===== config.mk =====
export PLATFORM = sky130hd
export DESIGN_NAME = token_branch_flat
export DESIGN_NICKNAME = d
export VERILOG_FILES = /design/src/rtl/ddp_hs_pkg.sv /design/src/rtl/token_branch_if.sv /design/src/rtl/token_branch_slot.sv /design/src/rtl/token_branch.sv /design/src/flat_wrapper.sv
export SDC_FILE = /design/constraint.sdc
export NUM_CORES = 1
export LEC_CHECK = 0
export CORE_MARGIN = 2
export CORE_UTILIZATION = 47
export CTS_BUF_LIST = sky130_fd_sc_hd__clkbuf_8
export DETAILED_ROUTE_END_ITERATION = 10
export PLACE_DENSITY_LB_ADDON = 0.25
export SYNTH_ARGS = -nofsm -noshare
export SYNTH_HDL_FRONTEND = slang
export SYNTH_SLANG_ARGS = --single-unit

===== constraint.sdc =====
create_clock -name CLK -period 2.6 [get_ports CLK]
set_input_delay 0.39 -clock CLK [delete_from_list [all_inputs] [get_ports CLK]]
set_output_delay 0.39 -clock CLK [all_outputs]
set_load 0.1 [all_outputs]

===== src/rtl/ddp_hs_pkg.sv =====
// Shared definitions for the data-driven pipeline handshake blocks (branch, arbiter/merge).
// Holds the state encodings and the four-phase handshake constants.
package ddp_hs_pkg;

    localparam int DW_DEFAULT = 32;

    // Four-phase Send/Ack: req up, ack up, req down, ack down.
    localparam int   HS_PHASES    = 4;
    localparam logic HS_ASSERTED  = 1'b1;
    localparam logic HS_RELEASED  = 1'b0;

    typedef enum logic {
        I_IDLE = 1'b0,
        I_ACK  = 1'b1
    } in_state_t;

    typedef enum logic [1:0] {
        S_EMPTY = 2'd0,
        S_HOLD  = 2'd1,
        S_SEND  = 2'd2,
        S_RTZ   = 2'd3
    } slot_state_t;

endpackage


===== src/rtl/token_branch_if.sv =====
// Channel bundle of the token branch: one upstream Send/Ack channel, two downstream
// channels with enables and delivery counters.
interface token_branch_if import ddp_hs_pkg::*; #(
    parameter int DW    = DW_DEFAULT,
    parameter int CNT_W = 16
);
    logic             BR_Send_in;
    logic [DW-1:0]    BR_Data_in;
    logic             BR_Ack_in;
    logic             BR_Za;
    logic             BR_Zb;
    logic             BR_Send_out_a;
    logic             BR_Send_out_b;
    logic             BR_Ack_out_a;
    logic             BR_Ack_out_b;
    logic [DW-1:0]    BR_Data_out_a;
    logic [DW-1:0]    BR_Data_out_b;
    logic [CNT_W-1:0] BR_Cnt_a;
    logic [CNT_W-1:0] BR_Cnt_b;

    modport master (
        output BR_Send_in, BR_Data_in, BR_Za, BR_Zb, BR_Ack_out_a, BR_Ack_out_b,
        input  BR_Ack_in, BR_Send_out_a, BR_Send_out_b,
        input  BR_Data_out_a, BR_Data_out_b, BR_Cnt_a, BR_Cnt_b
    );

    modport slave (
        input  BR_Send_in, BR_Data_in, BR_Za, BR_Zb, BR_Ack_out_a, BR_Ack_out_b,
        output BR_Ack_in, BR_Send_out_a, BR_Send_out_b,
        output BR_Data_out_a, BR_Data_out_b, BR_Cnt_a, BR_Cnt_b
    );
endinterface


===== src/rtl/token_branch_slot.sv =====
// One output slot of the branch: holds a token until its downstream four-phase
// handshake completes, and counts completed deliveries (saturating).
module token_branch_slot import ddp_hs_pkg::*; #(
    parameter int DW    = DW_DEFAULT,
    parameter int CNT_W = 16
) (
    input  logic             clk,
    input  logic             mr,
    input  logic             load,
    input  logic             z,
    input  logic             ack_out,
    input  logic [DW-1:0]    data_in,
    output logic             send_out,
    output logic             empty,
    output logic [DW-1:0]    data_out,
    output logic [CNT_W-1:0] cnt
);
    localparam logic [CNT_W-1:0] CNT_MAX = {CNT_W{1'b1}};
    localparam logic [CNT_W-1:0] CNT_ONE = {{(CNT_W-1){1'b0}}, 1'b1};

    slot_state_t      state_r;
    slot_state_t      state_next_s;
    logic [DW-1:0]    data_r;
    logic [CNT_W-1:0] cnt_r;
    logic             deliver_s;

    // Slot state register.
    always_ff @(posedge clk) begin
        if (mr) state_r <= S_EMPTY;
        else    state_r <= state_next_s;
    end

    // Slot next-state: enable only matters before SEND; ack only matters from SEND on.
    always_comb begin
        state_next_s = state_r;
        case (state_r)
            S_EMPTY: if (load)     state_next_s = z ? S_SEND : S_HOLD;
                     else          state_next_s = S_EMPTY;
            S_HOLD:  if (z)        state_next_s = S_SEND;
                     else          state_next_s = S_HOLD;
            S_SEND:  if (ack_out)  state_next_s = S_RTZ;
                     else          state_next_s = S_SEND;
            S_RTZ:   if (!ack_out) state_next_s = S_EMPTY;
                     else          state_next_s = S_RTZ;
            default:               state_next_s = S_EMPTY;
        endcase
    end

    // Slot output decode.
    always_comb begin
        send_out  = (state_r == S_SEND);
        empty     = (state_r == S_EMPTY);
        deliver_s = (state_r == S_RTZ) && !ack_out;
    end

    // Token register; keeps the last loaded token after delivery.
    always_ff @(posedge clk) begin
        if (mr)                             data_r <= '0;
        else if (load && state_r == S_EMPTY) data_r <= data_in;
        else                                data_r <= data_r;
    end

    // Delivered-token counter, bumps on RTZ -> EMPTY and sticks at all-ones.
    always_ff @(posedge clk) begin
        if (mr)                                cnt_r <= '0;
        else if (deliver_s && cnt_r != CNT_MAX) cnt_r <= cnt_r + CNT_ONE;
        else                                   cnt_r <= cnt_r;
    end

    assign data_out = data_r;
    assign cnt      = cnt_r;

endmodule


===== src/rtl/token_branch.sv =====
// Two-way token branch: accepts one upstream token at a time and steers it by its
// destination bit into output slot A (bit=0) or B (bit=1).
module token_branch import ddp_hs_pkg::*; #(
    parameter int DW      = DW_DEFAULT,
    parameter int SEL_BIT = DW - 1,
    parameter int CNT_W   = 16
) (
    input logic           CLK,
    input logic           MR,
    token_branch_if.slave br
);
    in_state_t in_state_r;
    in_state_t in_state_next_s;
    logic      sel_s;
    logic      dest_empty_s;
    logic      accept_s;
    logic      load_a_s;
    logic      load_b_s;
    logic      empty_a_s;
    logic      empty_b_s;

    // Steering: a token is only taken when its own slot is free; the other slot never blocks it.
    always_comb begin
        sel_s        = br.BR_Data_in[SEL_BIT];
        dest_empty_s = sel_s ? empty_b_s : empty_a_s;
        accept_s     = (in_state_r == I_IDLE) && br.BR_Send_in && dest_empty_s;
        load_a_s     = accept_s && !sel_s;
        load_b_s     = accept_s && sel_s;
    end

    // Input state register.
    always_ff @(posedge CLK) begin
        if (MR) in_state_r <= I_IDLE;
        else    in_state_r <= in_state_next_s;
    end

    // Input next-state.
    always_comb begin
        in_state_next_s = in_state_r;
        case (in_state_r)
            I_IDLE:  if (accept_s)       in_state_next_s = I_ACK;
                     else                in_state_next_s = I_IDLE;
            I_ACK:   if (!br.BR_Send_in) in_state_next_s = I_IDLE;
                     else                in_state_next_s = I_ACK;
            default:                     in_state_next_s = I_IDLE;
        endcase
    end

    // Input output decode.
    always_comb begin
        br.BR_Ack_in = (in_state_r == I_ACK);
    end

    token_branch_slot #(.DW(DW), .CNT_W(CNT_W)) u_slot_a (
        .clk      (CLK),
        .mr       (MR),
        .load     (load_a_s),
        .z        (br.BR_Za),
        .ack_out  (br.BR_Ack_out_a),
        .data_in  (br.BR_Data_in),
        .send_out (br.BR_Send_out_a),
        .empty    (empty_a_s),
        .data_out (br.BR_Data_out_a),
        .cnt      (br.BR_Cnt_a)
    );

    token_branch_slot #(.DW(DW), .CNT_W(CNT_W)) u_slot_b (
        .clk      (CLK),
        .mr       (MR),
        .load     (load_b_s),
        .z        (br.BR_Zb),
        .ack_out  (br.BR_Ack_out_b),
        .data_in  (br.BR_Data_in),
        .send_out (br.BR_Send_out_b),
        .empty    (empty_b_s),
        .data_out (br.BR_Data_out_b),
        .cnt      (br.BR_Cnt_b)
    );

endmodule

===== src/flat_wrapper.sv =====
// flat-port wrapper written by rule: the top's interface ports become plain ports
module token_branch_flat import ddp_hs_pkg::*;
#(
    parameter int DW      = DW_DEFAULT,
    parameter int SEL_BIT = DW - 1,
    parameter int CNT_W   = 16
)
  (CLK, MR, br_BR_Send_in, br_BR_Data_in, br_BR_Za, br_BR_Zb, br_BR_Ack_out_a, br_BR_Ack_out_b, br_BR_Ack_in, br_BR_Send_out_a, br_BR_Send_out_b, br_BR_Data_out_a, br_BR_Data_out_b, br_BR_Cnt_a, br_BR_Cnt_b);
  token_branch_if #(.DW(DW), .CNT_W(CNT_W)) br_i ();
  input logic CLK;
  input logic MR;
  input wire logic [$bits(br_i.BR_Send_in)-1:0] br_BR_Send_in;
  input wire logic [$bits(br_i.BR_Data_in)-1:0] br_BR_Data_in;
  input wire logic [$bits(br_i.BR_Za)-1:0] br_BR_Za;
  input wire logic [$bits(br_i.BR_Zb)-1:0] br_BR_Zb;
  input wire logic [$bits(br_i.BR_Ack_out_a)-1:0] br_BR_Ack_out_a;
  input wire logic [$bits(br_i.BR_Ack_out_b)-1:0] br_BR_Ack_out_b;
  output wire logic [$bits(br_i.BR_Ack_in)-1:0] br_BR_Ack_in;
  output wire logic [$bits(br_i.BR_Send_out_a)-1:0] br_BR_Send_out_a;
  output wire logic [$bits(br_i.BR_Send_out_b)-1:0] br_BR_Send_out_b;
  output wire logic [$bits(br_i.BR_Data_out_a)-1:0] br_BR_Data_out_a;
  output wire logic [$bits(br_i.BR_Data_out_b)-1:0] br_BR_Data_out_b;
  output wire logic [$bits(br_i.BR_Cnt_a)-1:0] br_BR_Cnt_a;
  output wire logic [$bits(br_i.BR_Cnt_b)-1:0] br_BR_Cnt_b;
  assign br_i.BR_Send_in = br_BR_Send_in;
  assign br_i.BR_Data_in = br_BR_Data_in;
  assign br_i.BR_Za = br_BR_Za;
  assign br_i.BR_Zb = br_BR_Zb;
  assign br_i.BR_Ack_out_a = br_BR_Ack_out_a;
  assign br_i.BR_Ack_out_b = br_BR_Ack_out_b;
  assign br_BR_Ack_in = br_i.BR_Ack_in;
  assign br_BR_Send_out_a = br_i.BR_Send_out_a;
  assign br_BR_Send_out_b = br_i.BR_Send_out_b;
  assign br_BR_Data_out_a = br_i.BR_Data_out_a;
  assign br_BR_Data_out_b = br_i.BR_Data_out_b;
  assign br_BR_Cnt_a = br_i.BR_Cnt_a;
  assign br_BR_Cnt_b = br_i.BR_Cnt_b;
  token_branch #(.DW(DW), .SEL_BIT(SEL_BIT), .CNT_W(CNT_W)) u_core (.CLK(CLK), .MR(MR), .br(br_i));
endmodule

==> impl_metrics.json <==
{
  "fin_nets": 672,
  "rsz0062_at_grt": "false",
  "wl_mm": 10.9,
  "synth-seq-cells": 101,
  "layout.cells.non_filler": 741,
  "synthSimpleGateAreaFrac_pct": 26.2,
  "crit_chain": "ha_1 -> nand3_1 -> or3_1 -> o311ai_0 -> o41ai_1",
  "cts_resized": 0,
  "cts.clk_slew.worst_paths_ns": 0.10,
  "ir_drop_uv": 334,
  "min_delay_path_depth": 2,
  "clkLatencyLatePin_ns": 0.36,
  "worstPathArrival_ns": 2.32,
  "powerDensity_mw_per_mm2": 607,
  "status": "finished, final reports clean",
  "vias": 4007,
  "dieArea_mm2": 0.00932,
  "syn_area_mm2": 0.00403,
  "grt_pass1_wl_mm": 17.1,
  "setup_viol": 0,
  "path_buf_inv": 0,
  "cts_max_level": 3,
  "cts_made_buffers": 9,
  "yosys.cell_types.count": 42,
  "synth_edf_count": 0,
  "maxSlewHeadroom_pct": 60.4,
  "whs_ns": 0.462,
  "clock_path_buffers": 2,
  "worst_pin_slew_ns": 0.586,
  "cts_root_buffer": "clkbuf_8",
  "fin_skew_ns": 0.0161,
  "synth_most_common_cell": "nand2_1",
  "drive_gt1_share_pct": 21.9,
  "drt-initial-drc-count": 154,
  "fin_crit_ns": 2.09,
  "die_w_um": 96.6,
  "syn_avg_cell_area_um2": 8.05,
  "syn_to_final_growth_pct": 36.4,
  "place_inst": 725,
  "critical_path.top_delay_family": "simple AND/OR/NAND/NOR gates",
  "diodes": 0,
  "synthMuxAreaShare_pct": 1.09,
  "routabilityCongestion": 0.868,
  "seq_area_mm2": 0.00202,
  "hp-class": "flip-flop to flip-flop",
  "worstSetupStartpointType": "flip-flop",
  "fin_util_pct": 66.5,
  "row_count": 33,
  "worstPathRequired_ns": 2.83,
  "synth_top_family_by_area": "simple AND/OR/NAND/NOR gates",
  "maxCapViolations": 0,
  "firstDrtPassIters": 5,
  "wl_per_cell_um": 14.6,
  "core_mm2": 0.00826,
  "drcViolationCount": 0,
  "synth_compound_area_share_pct": 18.2,
  "synth_top_area_cell": "dfxtp_1",
  "post_cts_buffers": 0,
  "drv_slew": 0,
  "vias_per_cell": 5.41,
  "port_buffers": 137,
  "synth_nets": 541,
  "worst-setup-path-type": "flip-flop to flip-flop",
  "antenna_found_initial": 0,
  "clock-sinks": 101,
  "multi_input_area_mm2": 0.00187,
  "cts_tree": "yes",
  "synth-adder-area-share_pct": 0.622,
  "grt_util_all_layers_pct": 23.1,
  "place_area_mm2": 0.00530,
  "cp.depth": 5,
  "grt_pass1_vias": 3677,
  "max_freq_mhz": 479,
  "cts_hold_buf": 0,
  "synthFlopType": "dfxtp_1",
  "netlist_instances": 500,
  "ys_top_cells_by_count": "nand2_1 (136), dfxtp_1 (101), a21oi_1 (88), clkbuf_1 (24), nor2_1 (19)",
  "p_leak_nw": 2.15,
  "seq_area_frac_synth_pct": 50.2,
  "fillers": 706,
  "end_kind": "flip-flop",
  "setup_tns_ns": 0,
  "synth_warnings": 0,
  "die_h_um": 96.6,
  "postRouteAntennaNets": 0,
  "grt_max_degree": 54,
  "crit_fanout": 8,
  "start_util_pct": 48.8,
  "rr_worst_depth": 5,
  "cp_slowest_stage_delay_ns": 0.51,
  "netlist.area_leader.share_pct": 50.2,
  "netlist_top_cells_area": "dfxtp_1 (50%), nand2_1 (13%), a21oi_1 (11%)",
  "finalHoldViolations": 0,
  "ioPinCount": 138,
  "fin_area_mm2": 0.00549,
  "grt-ovfl-total": 0,
  "synth_xor_area_share_pct": 0.218,
  "cpMaxStageDelayCell": "or3_1",
  "synthArstFlopShare_pct": 0,
  "fin_crit_sh_pct": 80.3,
  "hpwlAfterDp_mm": 7.72
}
==> cell usage in the layout, fill, tap and decap left out, types with 2 or more instances in the layout <==
cell / synthesis / routed
a21oi_1: 88 / 88
and2_1: 2 / 2
and3b_1: 2 / 2
buf_12: 0 / 3
buf_4: 0 / 109
clkbuf_8: 0 / 10
clkdlybuf4s50_1: 0 / 37
clkinv_4: 0 / 2
clkinvlp_4: 0 / 2
dfxtp_1: 101 / 99
dfxtp_2: 0 / 2
ha_1: 2 / 2
inv_1: 7 / 7
inv_8: 0 / 2
mux2_2: 3 / 3
nand2_1: 136 / 136
nand3_1: 10 / 10
nand3b_1: 3 / 3
nand4_1: 10 / 10
nor2_1: 19 / 19
nor2b_1: 6 / 6
nor3_1: 5 / 5
nor4_1: 5 / 5
o211a_1: 3 / 3
o211ai_1: 2 / 2
o21ai_0: 12 / 12
o21bai_1: 2 / 2
o311ai_0: 2 / 2
o31ai_1: 9 / 9
o41ai_1: 5 / 5
or2_2: 3 / 3
or3_1: 10 / 10
or4_1: 10 / 10
==> through the flow <==
| step | power [W] | setup slack, ns |
|---|---|---|
| 6_report | 0.00333 | 0.512 |
| 5_1_grt | 0.00345 | 0.311 |
| 4_1_cts | 0.00336 | 0.515 |
| 3_5_place_dp | 0.00240 | 0.265 |
| 3_3_place_gp | 0.00239 | 0.299 |
| 2_1_floorplan | 0.00219 | 0.000842 |
==> state kept, by name, indices dropped and copies added (netlist names) <==
register / count
u_core.u_slot_b.data_out: 32
u_core.br.BR_Ack_in: 1
u_core.u_slot_a.state_r: 2
u_core.u_slot_b.state_r: 2
u_core.u_slot_a.data_out: 32
u_core.u_slot_b.cnt: 16
u_core.u_slot_a.cnt: 16
==> cells by family after synthesis <==
logic type / count (synthesis)
XOR/XNOR: 1
AO/OA/AOI/OAI: 128
multiplexers: 4
flip-flops: 101
adder cells (fa/ha/maj): 2
buffers and inverters: 36
AND/OR/NAND/NOR: 228
==> routing by layer <==
layer	routed length [um]	part of all wire, %	global-route usage, %
met2	5290	49	38.0
met3	738	6.8	5.74
met5	0	0	0
met1	4580	42	29.3
met4	246	2.3	8.92
==> final cells by class <==
cell class | instances | share of cell area [%]
well taps | 105 | 2.39
multi-input cells | 363 | 34.0
inverters | 7 | 0.479
repair buffers | 149 | 22.7
clock inverters | 6 | 1.00
clock buffers | 10 | 2.51
flip-flops and latches | 101 | 36.9
==> where the power goes <==
group	total, W	leakage [nW]	internal (W)	switching (W)
Combinational	0.000726	1.24	0.000178	0.000548
Sequential	0.00164	0.821	0.00160	0.0000339
Clock	0.000969	0.0925	0.000392	0.000578
==> path summary, 6_finish.rpt <==
path / start / endpoint / slack [ns]
worst min register to register: u_core.u_slot_b.data_out[27] / u_core.u_slot_b.data_out[27] / 0.46
worst min-delay path: u_core.u_slot_b.data_out[27] / u_core.u_slot_b.data_out[27] / 0.46
worst max register to register: u_core.u_slot_a.cnt[0] / u_core.u_slot_a.cnt[10] / 0.51
worst max-delay path: u_core.u_slot_a.cnt[0] / u_core.u_slot_a.cnt[10] / 0.51
==> worst reg2reg max path: cells and delay by family, from the launching register on <==
kind	cells	cell delay, ns
DFF	1	0.44
AOI/OAI and AO/OA	2	0.54
and+or+nand+nor	2	0.76
adders and majority gates	1	0.24
Power figures use the tool's default switching activity.
